[config.mk]
export PLATFORM = sky130hd
export DESIGN_NAME = data_unit_arbiter
export DESIGN_NICKNAME = d
export VERILOG_FILES = /design/src/rtl/data_arb_pkg.sv /design/src/rtl/data_arb_pick.sv /design/src/rtl/data_unit_arbiter.sv
export SDC_FILE = /design/constraint.sdc
export NUM_CORES = 1
export LEC_CHECK = 0
export ABC_AREA = 1
export CAP_MARGIN = 20
export CORE_AREA = 2 2 53 68
export DETAILED_ROUTE_END_ITERATION = 12
export DIE_AREA = 0 0 55 70
export PLACE_DENSITY = 0.83
export REMOVE_ABC_BUFFERS = 1
export SETUP_SLACK_MARGIN = 0.2
export SYNTH_ARGS = -nofsm -noshare
export SYNTH_HDL_FRONTEND = slang
export SYNTH_SLANG_ARGS = --single-unit
[constraint.sdc]
create_clock -name clk -period 2.95 [get_ports clk]
set_input_delay 0.4425 -clock clk [delete_from_list [all_inputs] [get_ports clk]]
set_output_delay 0.4425 -clock clk [all_outputs]
set_load 0.01 [all_outputs]
[src/rtl/data_arb_pkg.sv]
// Shared types for the data-unit arbiter: FSM states, operand bundle and size limits.
// DATA_ARB_FIXED_PRIO_EN (see data_arb_pick) selects fixed-priority arbitration.
package data_arb_pkg;

  localparam int NREQ_MAX   = 8;
  localparam int SETTLE_MAX = 15;
  localparam int CNT_W      = 4;

  typedef enum logic [1:0] {
    ST_IDLE,
    ST_ISSUE,
    ST_RESP
  } state_t;

  typedef struct packed {
    logic [1:0] data;
    logic [1:0] a;
    logic       s;
  } operand_t;

endpackage

[src/rtl/data_arb_pick.sv]
// Combinational request picker: one-hot grant plus binary index of the winner.
// DATA_ARB_FIXED_PRIO_EN defined: lowest index wins, no pointer; otherwise round-robin from ptr_i.
module data_arb_pick #(
  parameter int NREQ = 4,
  parameter int IDW  = $clog2(NREQ)
) (
  input  logic [NREQ-1:0] req_i,
`ifndef DATA_ARB_FIXED_PRIO_EN
  input  logic [IDW-1:0]  ptr_i,
`endif
  output logic [NREQ-1:0] gnt_o,
  output logic [IDW-1:0]  idx_o,
  output logic            any_o
);

  int             j;
  logic [IDW-1:0] jj;

  always_comb begin
    gnt_o = '0;
    idx_o = '0;
    any_o = 1'b0;
    j     = 0;
    jj    = '0;
    for (int k = 0; k < NREQ; k++) begin
`ifdef DATA_ARB_FIXED_PRIO_EN
      j = k;
`else
      j = (int'(ptr_i) + k) % NREQ;
`endif
      jj = IDW'(j);
      if (!any_o && req_i[jj]) begin
        any_o     = 1'b1;
        gnt_o[jj] = 1'b1;
        idx_o     = jj;
      end
    end
  end

endmodule

[src/rtl/data_unit_arbiter.sv]
// Time-shares one combinational 2-bit data unit among NREQ requesters (IDLE -> ISSUE -> RESP).
// Build option DATA_ARB_FIXED_PRIO_EN: fixed priority (lowest index) instead of round-robin.
module data_unit_arbiter
  import data_arb_pkg::*;
#(
  parameter  int NREQ   = 4,
  parameter  int SETTLE = 1,
  localparam int IDW    = $clog2(NREQ)
) (
  input  logic              clk,
  input  logic              rst_n,
  input  logic [NREQ-1:0]   req_valid,
  output logic [NREQ-1:0]   req_ready,
  input  logic [2*NREQ-1:0] req_data,
  input  logic [2*NREQ-1:0] req_a,
  input  logic [NREQ-1:0]   req_s,
  output logic [1:0]        unit_data,
  output logic [1:0]        unit_a,
  output logic              unit_s,
  input  logic [1:0]        unit_d,
  output logic              rsp_valid,
  input  logic              rsp_ready,
  output logic [1:0]        rsp_d,
  output logic [IDW-1:0]    rsp_id,
  output logic              busy
);

  state_t          state_q;
  logic [CNT_W-1:0] cnt_q;
  operand_t        opnd_q;
  operand_t        opnd_d;
  logic [IDW-1:0]  id_q;
  logic            rsp_valid_q;
  logic [1:0]      rsp_d_q;

  logic [NREQ-1:0] gnt;
  logic [IDW-1:0]  win_idx;
  logic            win_any;

`ifndef DATA_ARB_FIXED_PRIO_EN
  logic [IDW-1:0]  ptr_q;
`endif

  data_arb_pick #(
    .NREQ (NREQ),
    .IDW  (IDW)
  ) u_pick (
    .req_i (req_valid),
`ifndef DATA_ARB_FIXED_PRIO_EN
    .ptr_i (ptr_q),
`endif
    .gnt_o (gnt),
    .idx_o (win_idx),
    .any_o (win_any)
  );

  always_comb begin
    opnd_d.data = req_data[{win_idx, 1'b0} +: 2];
    opnd_d.a    = req_a[{win_idx, 1'b0} +: 2];
    opnd_d.s    = req_s[win_idx];
  end

  // Grant is only offered while idle and out of reset, so a handshake implies ownership.
  assign req_ready = (rst_n && state_q == ST_IDLE) ? gnt : '0;
  assign busy      = (state_q != ST_IDLE);
  assign unit_data = opnd_q.data;
  assign unit_a    = opnd_q.a;
  assign unit_s    = opnd_q.s;
  assign rsp_valid = rsp_valid_q;
  assign rsp_d     = rsp_d_q;
  assign rsp_id    = id_q;

  always_ff @(posedge clk or negedge rst_n) begin
    if (!rst_n) begin
      state_q     <= ST_IDLE;
      cnt_q       <= '0;
      opnd_q      <= '0;
      id_q        <= '0;
      rsp_valid_q <= 1'b0;
      rsp_d_q     <= '0;
`ifndef DATA_ARB_FIXED_PRIO_EN
      ptr_q       <= '0;
`endif
    end else begin
      case (state_q)
        ST_IDLE: begin
          if (win_any) begin
            opnd_q  <= opnd_d;
            id_q    <= win_idx;
            cnt_q   <= CNT_W'(SETTLE - 1);
            state_q <= ST_ISSUE;
`ifndef DATA_ARB_FIXED_PRIO_EN
            ptr_q   <= IDW'((int'(win_idx) + 1) % NREQ);
`endif
          end
        end
        // Operands sit on the unit; sample its output once the settle count expires.
        ST_ISSUE: begin
          if (cnt_q == '0) begin
            rsp_d_q     <= unit_d;
            rsp_valid_q <= 1'b1;
            state_q     <= ST_RESP;
          end else begin
            cnt_q <= cnt_q - CNT_W'(1);
          end
        end
        ST_RESP: begin
          if (rsp_ready) begin
            rsp_valid_q <= 1'b0;
            state_q     <= ST_IDLE;
          end
        end
        default: state_q <= ST_IDLE;
      endcase
    end
  end

endmodule
==> Implementation_results.wiki, run 1 <==
{| class="wikitable"
! Metric !! Value
|-
| Fraction of the cycle the final worst path needs || 87.8%
|-
| Internal power summed over all cells || 1.36 mW
|-
| Post-route clock skew || 0.00378 ns
|-
| Required arrival time at the worst endpoint || 2.51 ns
|-
| Remaining DRCs || 0
|-
| H-tree levels || 1
|-
| Uppermost layer routed || met4
|-
| Most common library cells after synthesis || sky130_fd_sc_hd__nand2_1, sky130_fd_sc_hd__inv_1, sky130_fd_sc_hd__nand3_1
|-
| Post-synth top area cell || sky130_fd_sc_hd__dfrtp_1
|-
| TritonCTS clock tree || built
|-
| Layout net count || 325
|-
| Clock insertion delay at the later pin of the skew report || 0.25 ns
|-
| Synth Warn # || 0
|-
| Die Footprint || 3850 um^2
|-
| Grt total ovfl || 0
|-
| DIE HEIGHT || 70 um
|-
| Vias in the first global route || 1521
|-
| Nature of the critical path startpoint || input port
|-
| Vias after detailed routing || 1660
|-
| Outcome || completed
|-
| Leakage Power || 1.22 nW
|-
| Detailed placement HPWL || 2.87 mm
|-
| Hold Fails Final Rpt || 0
|-
| Combined global-route utilization of all metal layers || 21.3%
|-
| Clock slew at the register clock pins of the worst setup and hold paths || 0.06 ns
|-
| Share of cells above drive strength 1 || 16.1%
|-
| Relative slew slack || 76.6%
|-
| Post-Route M1 WL || 1.61 mm
|-
| Max-slew violation total from the final report || 0
|-
| Switching pwr || 1.46 mW
|-
| Post-detailed-routing wire length || 3.81 mm
|-
| Cell seen most often among critical-path stages || sky130_fd_sc_hd__nand2_1
|-
| Sequential share of power || 15.8%
|-
| Total clock buffers created by CTS || 3
|-
| Number of core rows || 24
|-
| DR pass1 iterations || 4
|-
| Max Root-Sink Buffers || 2
|-
| Switch share || 51.7%
|-
| # IOs || 44
|-
| # placed instances || 315
|-
| Number of antenna-violating nets in the routed design || 0
|-
| Number of antenna violations at the first check in global routing || 0
|-
| Sequential element share of the synthesized area || 28.1%
|-
| Post-CTS Hold Buffers || 0
|-
| Routability Congestion || 0.838
|-
| Drt first-iter violations || 31
|-
| Yosys reg bits || 18
|-
| Non-filler cells in the finished layout || 325
|-
| Number of distinct library cells after synthesis || 27
|-
| CP Class || in -> out
|-
| Final setup vio count || 0
|-
| Final core utilization || 66.9%
|-
| Ant diodes || 0
|-
| Worst stage delay on the critical path || 0.50 ns
|-
| Dominant cell by count in the synthesized netlist || sky130_fd_sc_hd__nand2_1
|-
| Final total negative setup slack || 0 ns
|-
| EDFF count, synth || 0
|-
| Cell chain of the critical path || clkdlybuf4s50_1 -> inv_1 -> nand2_1 -> nand3_1 -> nand2_2 -> buf_4 -> nand2_1 -> o22ai_1 -> a21oi_1 -> nand2_1 -> nand2_1 -> inv_1 -> dlygate4sd2_1
|-
| Unrepaired setup endpoints after global routing || no
|-
| Maximum net fanout on the critical path || 3
|-
| Fraction of post-synthesis cell area in the top cell type by area || 28.1%
|-
| Power share of the combinational group || 77.2%
|-
| Maximum clock frequency || 386 MHz
|-
| Post-layout total power || 2.82 mW
|-
| Data arrival at the endpoint of the critical path || 2.15 ns
|-
| Growth of design area from synthesis to finish || 37.6%
|-
| Root Buffer Master || sky130_fd_sc_hd__clkbuf_8
|-
| Max VDD drop || 0.806 mV
|-
| Largest net degree at the start of global routing || 19
|-
| Worst-margin pin slew || 0.350 ns
|-
| Number of clock sinks seen by CTS || 18
|-
| Minimum clock period after layout || 2.59 ns
|-
| Core outline area || 3300 um^2
|-
| Post-DR wirelength/cell || 11.7 um
|-
| Via/cell ratio || 5.11
|-
| Initial core utilization || 48.6%
|-
| Routed length on met3 || 186 um
|-
| Max-capacitance violation count || 0
|-
| Power per standard cell area || 1280 nW/um^2
|-
| Mean instance size in the synthesized netlist || 6.92 um^2
|-
| Die Width || 55 um
|-
| Critical Path End Type || primary output
|-
| Cell at the slowest stage of the critical path || sky130_fd_sc_hd__clkdlybuf4s50_1
|-
| Most frequently used flop master after synthesis || sky130_fd_sc_hd__dfrtp_1
|-
| HP Class || reg -> reg
|-
| Wire length of the first global-routing pass || 6.30 mm
|-
| Share of power burned in the clock network || 7.0%
|-
| Asr flop ratio synth || 100%
|-
| Count of buffers inserted at the top-level ports || 43
|-
| Count of mapped cells out of synthesis || 232
|-
| Top area cells in the synthesized netlist || sky130_fd_sc_hd__dfrtp_1, sky130_fd_sc_hd__nand2_1, sky130_fd_sc_hd__inv_1
|-
| Cell area after synthesis || 1610 um^2
|-
| Metal2 WL || 1.89 mm
|}
[final timing paths]
| check | start | slack [ns] | endpoint | cells past startpoint |
|---|---|---|---|---|
| setup / recovery | req_valid[3] | 0.36 | req_ready[2] | 13 |
| hold / removal | unit_a[0] | 0.48 | unit_a[0] | 2 |
| setup reg to reg | ptr_q[0] | 0.80 | ptr_q[1] | 12 |
| hold reg to reg | unit_a[0] | 0.48 | unit_a[0] | 2 |
| max in group asynchronous | rst_n | 2.20 | ptr_q[0] | 2 |
| min in group asynchronous | rst_n | 0.54 | ptr_q[1] | 2 |
[power groups by stage]
stage	Clock (mW)	Combinational [mW]	Sequential, mW
after floorplan	0	1.35	0.496
after global placement	0	1.97	0.445
after detailed placement	0	2.00	0.446
after CTS	0.199	2.11	0.445
after global routing	0.208	2.42	0.460
final	0.196	2.17	0.446
[registers in the layout, summed over array words and instances (netlist names)]
name and cells:
ptr_q 2, rsp_d 2, unit_a 2, unit_s 1
rsp_valid 1, cnt_q 4, state_q 2, rsp_id 2
unit_data 2
[placed cells by master (no fill, tap or decap)]
master	netlist	routed
sky130_fd_sc_hd__dlymetal6s2s_1	0	1
sky130_fd_sc_hd__nand3_2	5	5
sky130_fd_sc_hd__a21boi_0	1	1
sky130_fd_sc_hd__inv_2	3	3
sky130_fd_sc_hd__a22oi_1	2	2
sky130_fd_sc_hd__nor2_2	0	1
sky130_fd_sc_hd__inv_1	43	43
sky130_fd_sc_hd__nor2_1	7	6
sky130_fd_sc_hd__clkbuf_8	0	4
sky130_fd_sc_hd__a21oi_1	5	5
sky130_fd_sc_hd__nor3_4	0	1
sky130_fd_sc_hd__o2111ai_2	0	1
sky130_fd_sc_hd__nand4_1	14	14
sky130_fd_sc_hd__buf_4	1	12
sky130_fd_sc_hd__o21ai_1	1	1
sky130_fd_sc_hd__and2_1	1	1
sky130_fd_sc_hd__clkdlybuf4s50_1	0	38
sky130_fd_sc_hd__nand2_1	66	66
sky130_fd_sc_hd__o21ai_0	3	3
sky130_fd_sc_hd__ha_1	9	8
sky130_fd_sc_hd__nand3_1	25	25
sky130_fd_sc_hd__nor2_8	1	1
sky130_fd_sc_hd__nand2_4	2	2
sky130_fd_sc_hd__dfrtp_2	0	1
sky130_fd_sc_hd__o22ai_1	3	3
sky130_fd_sc_hd__nand3_4	1	1
sky130_fd_sc_hd__inv_8	1	1
sky130_fd_sc_hd__xor2_1	2	2
sky130_fd_sc_hd__dfrtp_1	18	17
sky130_fd_sc_hd__ha_4	0	1
sky130_fd_sc_hd__nand2_2	10	10
sky130_fd_sc_hd__mux2_2	2	2
sky130_fd_sc_hd__dlygate4sd2_1	0	4
[metal layers]
metal  up-vias  track usage [%]
met1       749             26.7
met5         -                0
li1        845                -
met4         0             8.40
met3        14             3.63
met2        52             35.1
[stage by stage]
step	hold slack (ns)	instance area [um^2]	setup WS, ns
CTS	0.487	2180	0.190
finish	0.479	2210	0.361
global route	0.512	2210	0.211
floorplan	0.147	1550	0.652
global placement	0.472	2080	0.128
detailed placement	0.472	2080	0.0980
[cell families after synthesis]
| kind of cell | count (synthesis) | share of synthesized area, % |
|---|---|---|
| and+or+nand+nor | 133 | 41.8 |
| AOI/OAI and AO/OA | 16 | 5.92 |
| muxes | 2 | 1.40 |
| buffers and inverters | 52 | 14.7 |
| adders and majority gates | 9 | 7.01 |
| DFF | 18 | 28.1 |
| xor gates and xnor gates | 2 | 1.09 |
[what timing repair did]
action,in CTS,in global routing
endpoints found under the setup margin,4,1
buffers inserted,4,2
pin swaps,2,2
gates resized for setup,9,3
[critical path: cells and delay by family]
kind	cells	cell delay (ns)
and+or+nand+nor	6	0.50
AOI/OAI and AO/OA	2	0.19
buffers and inverters	5	1.00
[layout make-up]
class | count | area [um^2]
fill | 282 | 1090
clock buffer | 4 | 55.1
sequential | 18 | 452
inverter | 47 | 184
timing repair buffer | 55 | 518
multi-input combinational | 162 | 951
tap | 39 | 48.8
No activity file was read; power rests on OpenSTA's default activity.
==> inputs of run 2 (changes only) <==
--- a/config.mk
+++ b/config.mk
@@ -13,6 +13,7 @@
 export PLACE_DENSITY = 0.83
 export REMOVE_ABC_BUFFERS = 1
 export SETUP_SLACK_MARGIN = 0.2
+export SLEW_MARGIN = 20
 export SYNTH_ARGS = -nofsm -noshare
 export SYNTH_HDL_FRONTEND = slang
 export SYNTH_SLANG_ARGS = --single-unit
==> results of run 2 <==
The final DEF is identical to that of run 1; final timing and power are the same.
